File: src/rtl/paddle_ctrl.sv
// Right-paddle position controller: button sync/debounce, movement tick, clamped position stepping.
// Optional hold-to-accelerate behaviour is built when PADDLE_ACCEL_EN is defined.
module paddle_ctrl #(
  parameter int unsigned SCREEN_H     = 480,
  parameter int unsigned PADDLE_H     = 40,
  parameter int unsigned START_Y      = 220,
  parameter int unsigned STEP         = 4,
  parameter int unsigned TICK_DIV     = 250000,
  parameter int unsigned DEBOUNCE_CYC = 65536
) (
  input  logic       clk,
  input  logic       reset_n,
  input  logic       btn_up,
  input  logic       btn_down,
  output logic [9:0] paddle_y,
  output logic       move_tick,
  output logic       moving
);

  localparam int unsigned TW = $clog2(TICK_DIV);
  localparam int unsigned DW = (DEBOUNCE_CYC > 1) ? $clog2(DEBOUNCE_CYC) : 1;
  localparam int unsigned SW = 5;

  localparam logic [TW-1:0] TICK_LAST = TW'(TICK_DIV - 1);
  localparam logic [DW-1:0] DEB_LAST  = DW'(DEBOUNCE_CYC - 1);
  localparam logic [9:0]    Y_MAX     = 10'(SCREEN_H - PADDLE_H);
  localparam logic [9:0]    Y_RST     = 10'(START_Y);

  localparam logic [1:0] ST_IDLE = 2'd0;
  localparam logic [1:0] ST_UP   = 2'd1;
  localparam logic [1:0] ST_DOWN = 2'd2;

  logic [1:0]    up_sync_q, dn_sync_q;
  logic          du_q, du_d, dd_q, dd_d;
  logic [DW-1:0] up_cnt_q, up_cnt_d, dn_cnt_q, dn_cnt_d;
  logic [TW-1:0] tick_cnt_q, tick_cnt_d;
  logic          move_tick_q, move_tick_d;
  logic [1:0]    state_q, state_d;
  logic          moving_q, moving_d;
  logic [9:0]    paddle_y_q, paddle_y_d;
  logic [SW-1:0] step;
  logic signed [10:0] y_up, y_dn;

  // Debounce: accept the synced level only after DEBOUNCE_CYC consecutive differing samples
  always_comb begin
    du_d     = du_q;
    dd_d     = dd_q;
    up_cnt_d = '0;
    dn_cnt_d = '0;
    if (up_sync_q[1] != du_q) begin
      if (up_cnt_q == DEB_LAST) du_d = up_sync_q[1];
      else                      up_cnt_d = up_cnt_q + DW'(1);
    end
    if (dn_sync_q[1] != dd_q) begin
      if (dn_cnt_q == DEB_LAST) dd_d = dn_sync_q[1];
      else                      dn_cnt_d = dn_cnt_q + DW'(1);
    end
  end

  // Free-running tick divider and next-state decode
  always_comb begin
    tick_cnt_d  = (tick_cnt_q == TICK_LAST) ? '0 : tick_cnt_q + TW'(1);
    move_tick_d = (tick_cnt_q == TICK_LAST);
    state_d     = ST_IDLE;
    if (du_q && !dd_q)      state_d = ST_UP;
    else if (dd_q && !du_q) state_d = ST_DOWN;
    moving_d = (state_d != ST_IDLE);
  end

`ifdef PADDLE_ACCEL_EN
  logic [3:0] hold_q, hold_d;

  // Count ticks spent in one direction; a full count doubles the step
  always_comb begin
    hold_d = hold_q;
    if (state_q == ST_IDLE || state_d != state_q) hold_d = '0;
    else if (move_tick_q && hold_q != 4'd8)       hold_d = hold_q + 4'd1;
    step = (hold_q == 4'd8) ? SW'(2 * STEP) : SW'(STEP);
  end

  always_ff @(posedge clk or negedge reset_n) begin
    if (!reset_n) hold_q <= '0;
    else          hold_q <= hold_d;
  end
`else
  assign step = SW'(STEP);
`endif

  // Widened signed arithmetic so neither limit can wrap before clamping
  assign y_up = $signed({1'b0, paddle_y_q}) - $signed(11'(step));
  assign y_dn = $signed({1'b0, paddle_y_q}) + $signed(11'(step));

  always_comb begin
    paddle_y_d = paddle_y_q;
    if (move_tick_q) begin
      case (state_q)
        ST_UP:   paddle_y_d = (y_up < 11'sd0) ? 10'd0 : y_up[9:0];
        ST_DOWN: paddle_y_d = (y_dn > $signed({1'b0, Y_MAX})) ? Y_MAX : y_dn[9:0];
        default: paddle_y_d = paddle_y_q;
      endcase
    end
  end

  always_ff @(posedge clk or negedge reset_n) begin
    if (!reset_n) begin
      up_sync_q   <= '0;
      dn_sync_q   <= '0;
      du_q        <= 1'b0;
      dd_q        <= 1'b0;
      up_cnt_q    <= '0;
      dn_cnt_q    <= '0;
      tick_cnt_q  <= '0;
      move_tick_q <= 1'b0;
      state_q     <= ST_IDLE;
      moving_q    <= 1'b0;
      paddle_y_q  <= Y_RST;
    end else begin
      up_sync_q   <= {up_sync_q[0], btn_up};
      dn_sync_q   <= {dn_sync_q[0], btn_down};
      du_q        <= du_d;
      dd_q        <= dd_d;
      up_cnt_q    <= up_cnt_d;
      dn_cnt_q    <= dn_cnt_d;
      tick_cnt_q  <= tick_cnt_d;
      move_tick_q <= move_tick_d;
      state_q     <= state_d;
      moving_q    <= moving_d;
      paddle_y_q  <= paddle_y_d;
    end
  end

  assign paddle_y  = paddle_y_q;
  assign move_tick = move_tick_q;
  assign moving    = moving_q;

endmodule

File: config.mk
export PLATFORM = sky130hd
export DESIGN_NAME = paddle_ctrl
export DESIGN_NICKNAME = d
export VERILOG_FILES = /design/src/rtl/paddle_ctrl.sv
export SDC_FILE = /design/constraint.sdc
export NUM_CORES = 1
export LEC_CHECK = 0
export CAP_MARGIN = 10
export CORE_MARGIN = 4
export CORE_UTILIZATION = 45
export DETAILED_ROUTE_END_ITERATION = 8
export PLACE_DENSITY = 0.68
export SLEW_MARGIN = 20
export SYNTH_ARGS = -nofsm -noshare
export SYNTH_HDL_FRONTEND = slang
export SYNTH_SLANG_ARGS = --single-unit
export TNS_END_PERCENT = 10
File: constraint.sdc
create_clock -name clk -period 5.5 [get_ports clk]
set_input_delay 1.1 -clock clk [delete_from_list [all_inputs] [get_ports clk]]
set_output_delay 1.1 -clock clk [all_outputs]
set_load 0.02 [all_outputs]
==> results.rst, run 1 <==
.. list-table::
   :header-rows: 1

   * - Metric
     - Value
   * - Cell at the root of the clock tree
     - sky130_fd_sc_hd__clkbuf_8
   * - Initial antenna violation count
     - 0
   * - Deepest clock path buffer count
     - 2
   * - Average wire per standard cell
     - 13.2 µm
   * - # H-tree levels
     - 3
   * - Area of the die
     - 9330 µm²
   * - Min-delay worst type
     - reg2reg
   * - Maximum number of pins on one net before global-route repair
     - 69
   * - Clock power share
     - 42.6%
   * - Warnings from Yosys
     - 0
   * - Total wire length
     - 6310 µm
   * - Largest driver fanout on the critical path
     - 17
   * - Top Metal Used
     - met4
   * - Part of the total power dissipated in sequential elements
     - 54.8%
   * - Power Internal
     - 0.719 mW
   * - Setup fix buffers added after clock tree synthesis
     - 0
   * - Transition time of the tightest slew-check pin
     - 0.845 ns
   * - GRT Total Usage
     - 15.2%
   * - Residual antenna-violating net count after detailed routing
     - 0
   * - Ports placed on the boundary
     - 16
   * - Maximum frequency from static timing analysis
     - 354 MHz
   * - DRC marker count from the first detailed-route iteration
     - 94
   * - Slew headroom
     - 43.7%
   * - Area of the placeable core
     - 7690 µm²
   * - CTS tree
     - done
   * - Via count
     - 2570
   * - Horizontal die dimension
     - 96.6 µm
   * - Part of the power in combinational logic
     - 2.6%
   * - Count of instances resized after the clock tree is built
     - 0
   * - Net switching power of the design
     - 0.214 mW
   * - Leak pwr
     - 1.72 nW
   * - Via count of the first global-routing pass
     - 2446
   * - Number of input and output port buffers inserted
     - 13
   * - Dominant delay contributor by cell family on the critical path
     - flip-flops
   * - CP arrival
     - 1.72 ns
   * - Average via count per standard cell
     - 5.38
   * - Antenna Diode Count
     - 0
   * - Worst clock skew
     - 0.00799 ns
   * - Number of flops mapped to enable cells by yosys
     - 0
   * - Count of pins over their slew limit
     - 0
   * - Die Ht
     - 96.6 µm
   * - Number of detailed-routing iterations run before antenna repair
     - 4
   * - Total gr overflow
     - 0
   * - Data required time at the worst endpoint
     - 4.40 ns
   * - Post-synthesis cell type count
     - 55
   * - Routability-driven placement congestion ratio
     - 0.868
   * - Status
     - completed
   * - Startpoint type of the worst setup path
     - register
   * - Period minus WS final
     - 2.82 ns
   * - Num CTS Buffers
     - 9
   * - Setup ws final
     - 2.68 ns
   * - Clock-pin slew on the worst setup and hold paths
     - 0.07 ns
   * - Final Cycle Share
     - 51.3%
   * - Layout cells sized above 1
     - 8.24%
   * - Number of storage elements in the synthesis netlist
     - 68
   * - Final count of hold timing violations
     - 0
   * - Most common library cell in the layout ignoring fill and taps
     - sky130_fd_sc_hd__dfrtp_1
   * - Layout Nets
     - 385
   * - Switching Fraction
     - 22.9%
   * - Amount of wire on met2 after detailed routing
     - 3050 µm
   * - Post-synthesis instance total
     - 364
   * - Per-instance average area after synthesis
     - 9.70 µm²
   * - Cell area after synthesis
     - 3530 µm²
   * - RSZ-0062 raised after global routing
     - false
   * - Global-route wire length before repair
     - 11100 µm
   * - Worst setup path category
     - reg2out
   * - Setup slack at placement
     - 3.06 ns
   * - Worst Path Buf+Inv
     - 1
   * - Endpoint kind of the worst setup timing path
     - output port
   * - Power density over the cells
     - 239 nW/µm²
   * - Highest-count cells in the layout ignoring fill and taps
     - sky130_fd_sc_hd__dfrtp_1 (63), sky130_fd_sc_hd__nor2_1 (53), sky130_fd_sc_hd__xor2_1 (31)
   * - Slowest stage cell, crit path
     - sky130_fd_sc_hd__dfstp_2
   * - Setup violators final
     - 0
   * - Area growth, synth to finish
     - 10.3%
   * - Seq/Total Area, Yosys
     - 48.4%
   * - Max IR drop VDD
     - 0.203 mV
   * - Post-detailed-route DRC marker count
     - 0
   * - Crit-path cells
     - clkdlybuf4s50_1
   * - Clock sink total
     - 68
   * - Cell Rows
     - 32
   * - Effective utilization at floorplan
     - 45.9%
   * - Max-capacitance violation count
     - 0
   * - Metal3 WL
     - 242 µm
   * - Worst stage delay on the critical path
     - 0.72 ns
   * - Clk_lat worst skew
     - 0.34 ns
   * - Hold buffers post-CTS
     - 0
   * - Routed metal-1 wirelength
     - 2940 µm
   * - Final sum of negative setup slack
     - 0 ns
   * - Share of synthesized flip-flops with an asynchronous set or reset
     - 100%
   * - Fill cells
     - 728
   * - Final HPWL DP
     - 4220 µm
   * - Predominant post-synthesis flop cell
     - sky130_fd_sc_hd__dfrtp_1
   * - WHS
     - 0.353 ns
-- synthesized netlist by cell type (all sizes together) (2+ instances only) --
cell type,count,area (µm²)
a31oi,3,18.8
nand2b,2,12.5
nor2,53,199
and3,12,75.1
nand3,24,120
o21a,2,15.0
xor2,31,272
nor3,7,35.0
o2111ai,3,26.3
nor4bb,2,20.0
or3,2,17.5
dfstp,5,131
dfrtp,63,1580
or4,2,18.8
and2,2,12.5
a22o,4,36.3
xnor2,15,131
nor4,7,43.8
o21ai,14,70.1
ha,9,113
nor2b,4,25.0
o311ai,2,17.5
a21o,2,15.0
inv,14,52.6
nand2,19,71.3
and4,6,52.6
buf,9,57.6
clkbuf,10,37.5
a32oi,2,17.5
a21oi,6,30.0
nand4,11,68.8
or2,2,12.5
-- per-layer routing --
layer / GRT usage [%] / vias to the layer above
met5: 0 / -
met4: 3.62 / 0
met3: 5.03 / 8
met2: 24.0 / 43
met1: 20.2 / 1238
li1: - / 1281
-- worst paths after layout --
path                       depth (start not counted)      endpoint  slack [ns]          from
max                                                1   paddle_y[7]        2.68   paddle_y[7]
min                                                0  up_sync_q[1]        0.35  up_sync_q[0]
max reg2reg                                        7   paddle_y[4]        3.34   paddle_y[2]
min reg2reg                                        0  up_sync_q[1]        0.35  up_sync_q[0]
max in group asynchronous                          2     move_tick        3.99       reset_n
min in group asynchronous                          2   dn_cnt_q[4]        0.93       reset_n
-- flip-flops by register name (all words and copies together) (netlist names), 2 cells and up --
| signal | cells |
|---|---|
| up_sync_q | 2 |
| up_cnt_q | 16 |
| dn_cnt_q | 16 |
| dn_sync_q | 2 |
| tick_cnt_q | 18 |
| state_q | 2 |
| paddle_y | 8 |
-- power groups by stage --
stage | Sequential, mW | Clock (mW) | Combinational (mW)
final | 0.511 | 0.397 | 0.0244
after global routing | 0.512 | 0.434 | 0.0288
after detailed placement | 0.520 | 0 | 0.0258
after global placement | 0.520 | 0 | 0.0250
after CTS | 0.511 | 0.411 | 0.0258
after floorplan | 0.519 | 0 | 0.0128
-- area by class of cell --
type                    instances  area [µm²]  area share [%]
inverters                      14        52.6            1.35
well taps                     102         128            3.27
clock buffers                   9         124            3.18
multi-input cells             264        1680            43.1
flip-flops and latches         68        1710            43.8
clock inverters                 6        65.1            1.67
repair buffers                 15         140            3.60
-- metrics by stage --
stage	std cells	total power [mW]	util, %	cell area, µm²
global placement	463	0.545	48.2	3710
global route	478	0.975	50.7	3900
CTS	478	0.947	50.7	3900
floorplan	365	0.532	-	3540
finish	478	0.932	50.7	3900
detailed placement	463	0.546	48.2	3710
-- cells by family (layout without fill, tap and decap cells) --
| logic type | Yosys count | count (layout) | synth area share (%) |
|---|---|---|---|
| XOR/XNOR | 46 | 46 | 11.4 |
| buffers and inverters | 33 | 44 | 4.18 |
| adder cells (fa/ha/maj) | 10 | 10 | 3.47 |
| flip-flops | 68 | 68 | 48.4 |
| multiplexers | 2 | 2 | 0.602 |
| AO/OA/AOI/OAI | 46 | 46 | 8.86 |
| AND/OR/NAND/NOR | 158 | 158 | 23.0 |
| other | 1 | 2 | 0.106 |
Note: power is estimated with default switching activity, not from simulation.
==> run 2: changes to the inputs <==
==> constraint.sdc (replaced) <==
create_clock -name clk -period 2.62 [get_ports clk]
set_input_delay 0.524 -clock clk [delete_from_list [all_inputs] [get_ports clk]]
set_output_delay 0.524 -clock clk [all_outputs]
set_load 0.02 [all_outputs]
==> run 2 against run 1 <==
Compared with the run above:
- wire length is 2.5% lower
- sequential cell count stayed put
- final cell count is 0.63% higher
- highest routed layer unchanged
- critical endpoint unchanged
- clock skew is 0.00050 ns higher
- critical path type unchanged
- largest power group unchanged
- count of clock-buffer cells in the layout is 2 higher
==> results.rst, run 2 (synthesis gave the netlist of run 1 again) <==
.. list-table::
   :header-rows: 1

   * - Metric
     - Value
   * - Status
     - completed
   * - Horizontal die dimension
     - 96.6 µm
   * - FF-to-FF setup slack
     - 0.48 ns
   * - Worst stage delay on the critical path
     - 0.71 ns
   * - Layout Nets
     - 387
   * - Ports placed on the boundary
     - 16
   * - Average wire per standard cell
     - 12.8 µm
   * - DRC marker count from the first detailed-route iteration
     - 137
   * - Die Ht
     - 96.6 µm
   * - Number of input and output port buffers inserted
     - 13
   * - Worst setup path category
     - reg2out
   * - CTS tree
     - done
   * - Area of the die
     - 9330 µm²
   * - Final HPWL DP
     - 4250 µm
   * - Slowest stage cell, crit path
     - sky130_fd_sc_hd__dfstp_2
   * - Total wire length
     - 6150 µm
   * - Area growth, synth to finish
     - 12.1%
   * - Count of instances resized after the clock tree is built
     - 0
   * - Setup fix buffers added after clock tree synthesis
     - 0
   * - Period minus WS final
     - 2.22 ns
   * - GRT Total Usage
     - 15.0%
   * - Min-delay worst type
     - in2async
   * - Cell Rows
     - 32
   * - Most common library cell in the layout ignoring fill and taps
     - sky130_fd_sc_hd__dfrtp_1
   * - Via count
     - 2561
   * - Clock sink total
     - 68
   * - Endpoint kind of the worst setup timing path
     - output port
   * - Dominant delay contributor by cell family on the critical path
     - flip-flops
   * - Num CTS Buffers
     - 9
   * - Hold buffers post-CTS
     - 0
   * - Average via count per standard cell
     - 5.32
   * - Max IR drop VDD
     - 0.305 mV
   * - RSZ-0062 raised after global routing
     - false
   * - Leak pwr
     - 1.74 nW
   * - Worst Path Buf+Inv
     - 1
   * - Cell at the root of the clock tree
     - sky130_fd_sc_hd__clkbuf_8
   * - Final Cycle Share
     - 84.9%
   * - Transition time of the tightest slew-check pin
     - 0.659 ns
   * - Area of the placeable core
     - 7690 µm²
   * - Initial antenna violation count
     - 0
   * - Power density over the cells
     - 529 nW/µm²
   * - Data required time at the worst endpoint
     - 2.10 ns
   * - CP arrival
     - 1.70 ns
   * - Slew headroom
     - 56.1%
   * - Final count of hold timing violations
     - 0
   * - Setup violators final
     - 0
   * - Startpoint type of the worst setup path
     - register
   * - WHS
     - 0.133 ns
   * - Deepest clock path buffer count
     - 2
   * - Highest-count cells in the layout ignoring fill and taps
     - sky130_fd_sc_hd__dfrtp_1 (63), sky130_fd_sc_hd__nor2_1 (53), sky130_fd_sc_hd__xor2_1 (31)
   * - Number of flip-flops in the largest register
     - 18
   * - Worst clock skew
     - 0.00849 ns
   * - Via count of the first global-routing pass
     - 2402
   * - Register bank with the most flops
     - tick_cnt_q
   * - Total gr overflow
     - 0
   * - Post-detailed-route DRC marker count
     - 0
   * - Final sum of negative setup slack
     - 0 ns
   * - Number of detailed-routing iterations run before antenna repair
     - 5
   * - Layout cells sized above 1
     - 8.97%
   * - Max-capacitance violation count
     - 0
   * - Maximum frequency from static timing analysis
     - 450 MHz
   * - Largest registers
     - tick_cnt_q: 18 flops, dn_cnt_q: 16 flops, up_cnt_q: 16 flops
   * - Clk_lat worst skew
     - 0.33 ns
   * - Maximum number of pins on one net before global-route repair
     - 27
   * - Routability-driven placement congestion ratio
     - 0.876
   * - Antenna Diode Count
     - 0
   * - Largest driver fanout on the critical path
     - 17
   * - Residual antenna-violating net count after detailed routing
     - 0
   * - Clock-pin slew on the worst setup and hold paths
     - 0.07 ns
   * - Count of pins over their slew limit
     - 0
   * - Global-route wire length before repair
     - 11000 µm
   * - Effective utilization at floorplan
     - 45.9%
   * - # H-tree levels
     - 3
   * - Crit-path cells
     - clkdlybuf4s50_1
-- run 2: changes by cell type in the layout (fill, tap and decap cells not counted) --
cell                         delta
sky130_fd_sc_hd__clkinv_2       -2
sky130_fd_sc_hd__bufinv_16      +1
sky130_fd_sc_hd__clkbuf_8       +2
sky130_fd_sc_hd__clkinvlp_4     +1
sky130_fd_sc_hd__buf_4          +2
sky130_fd_sc_hd__inv_6          -1
-- run 2: per-layer routing --
metal	up-vias	GRT usage [%]	share of wire [%]
met4	0	5.96	0.78
li1	1287	-	-
met5	-	0	0
met3	6	2.79	3.2
met1	1221	21.7	50
met2	47	22.1	46
-- run 2: cell type report --
type	count	area [µm²]
well taps	102	128
fillers	712	3730
multi-input cells	264	1680
flip-flops and latches	68	1710
inverters	14	52.6
clock inverters	5	83.8
repair buffers	17	155
clock buffers	11	151
-- run 2: worst register-to-register path, cell delays in order (launching register included) --
cell and delay [ns]:
sky130_fd_sc_hd__dfstp_2 0.65, sky130_fd_sc_hd__inv_1 0.07, sky130_fd_sc_hd__ha_1 0.32, sky130_fd_sc_hd__nor2b_1 0.15
sky130_fd_sc_hd__maj3_1 0.34, sky130_fd_sc_hd__o2111ai_1 0.18, sky130_fd_sc_hd__o21a_1 0.23, sky130_fd_sc_hd__a22o_1 0.16
-- run 2: path summary, 6_finish.rpt --
kind	startpoint	end	cells past startpoint
max in group asynchronous	reset_n	paddle_y[3]	2
setup / recovery	paddle_y[7]	paddle_y[7]	1
hold reg to reg	dn_sync_q[0]	dn_sync_q[1]	0
min in group clk	dn_sync_q[0]	dn_sync_q[1]	0
hold / removal	reset_n	dn_cnt_q[2]	1
setup reg to reg	paddle_y[2]	paddle_y[2]	7
-- run 2: per-stage QoR --
stage          std cells  utilization, %  power [mW]  instance area [µm²]  setup WS, ns
3_3_place_gp         465            48.4        1.15                 3720         0.569
5_1_grt              481            51.5        2.18                 3960         0.318
2_1_floorplan        365               -        1.12                 3540         0.473
6_report             481            51.5        2.09                 3960         0.395
3_5_place_dp         465            48.4        1.15                 3720         0.489
4_1_cts              481            51.5        2.13                 3960         0.377
-- run 2: report_power, final --
group | switching [mW] | leakage (nW) | internal, mW | total [mW]
logic | 0.0376 | 0.729 | 0.0145 | 0.0521
registers | 0.0125 | 0.903 | 1.06 | 1.07
clock network | 0.378 | 0.112 | 0.589 | 0.967
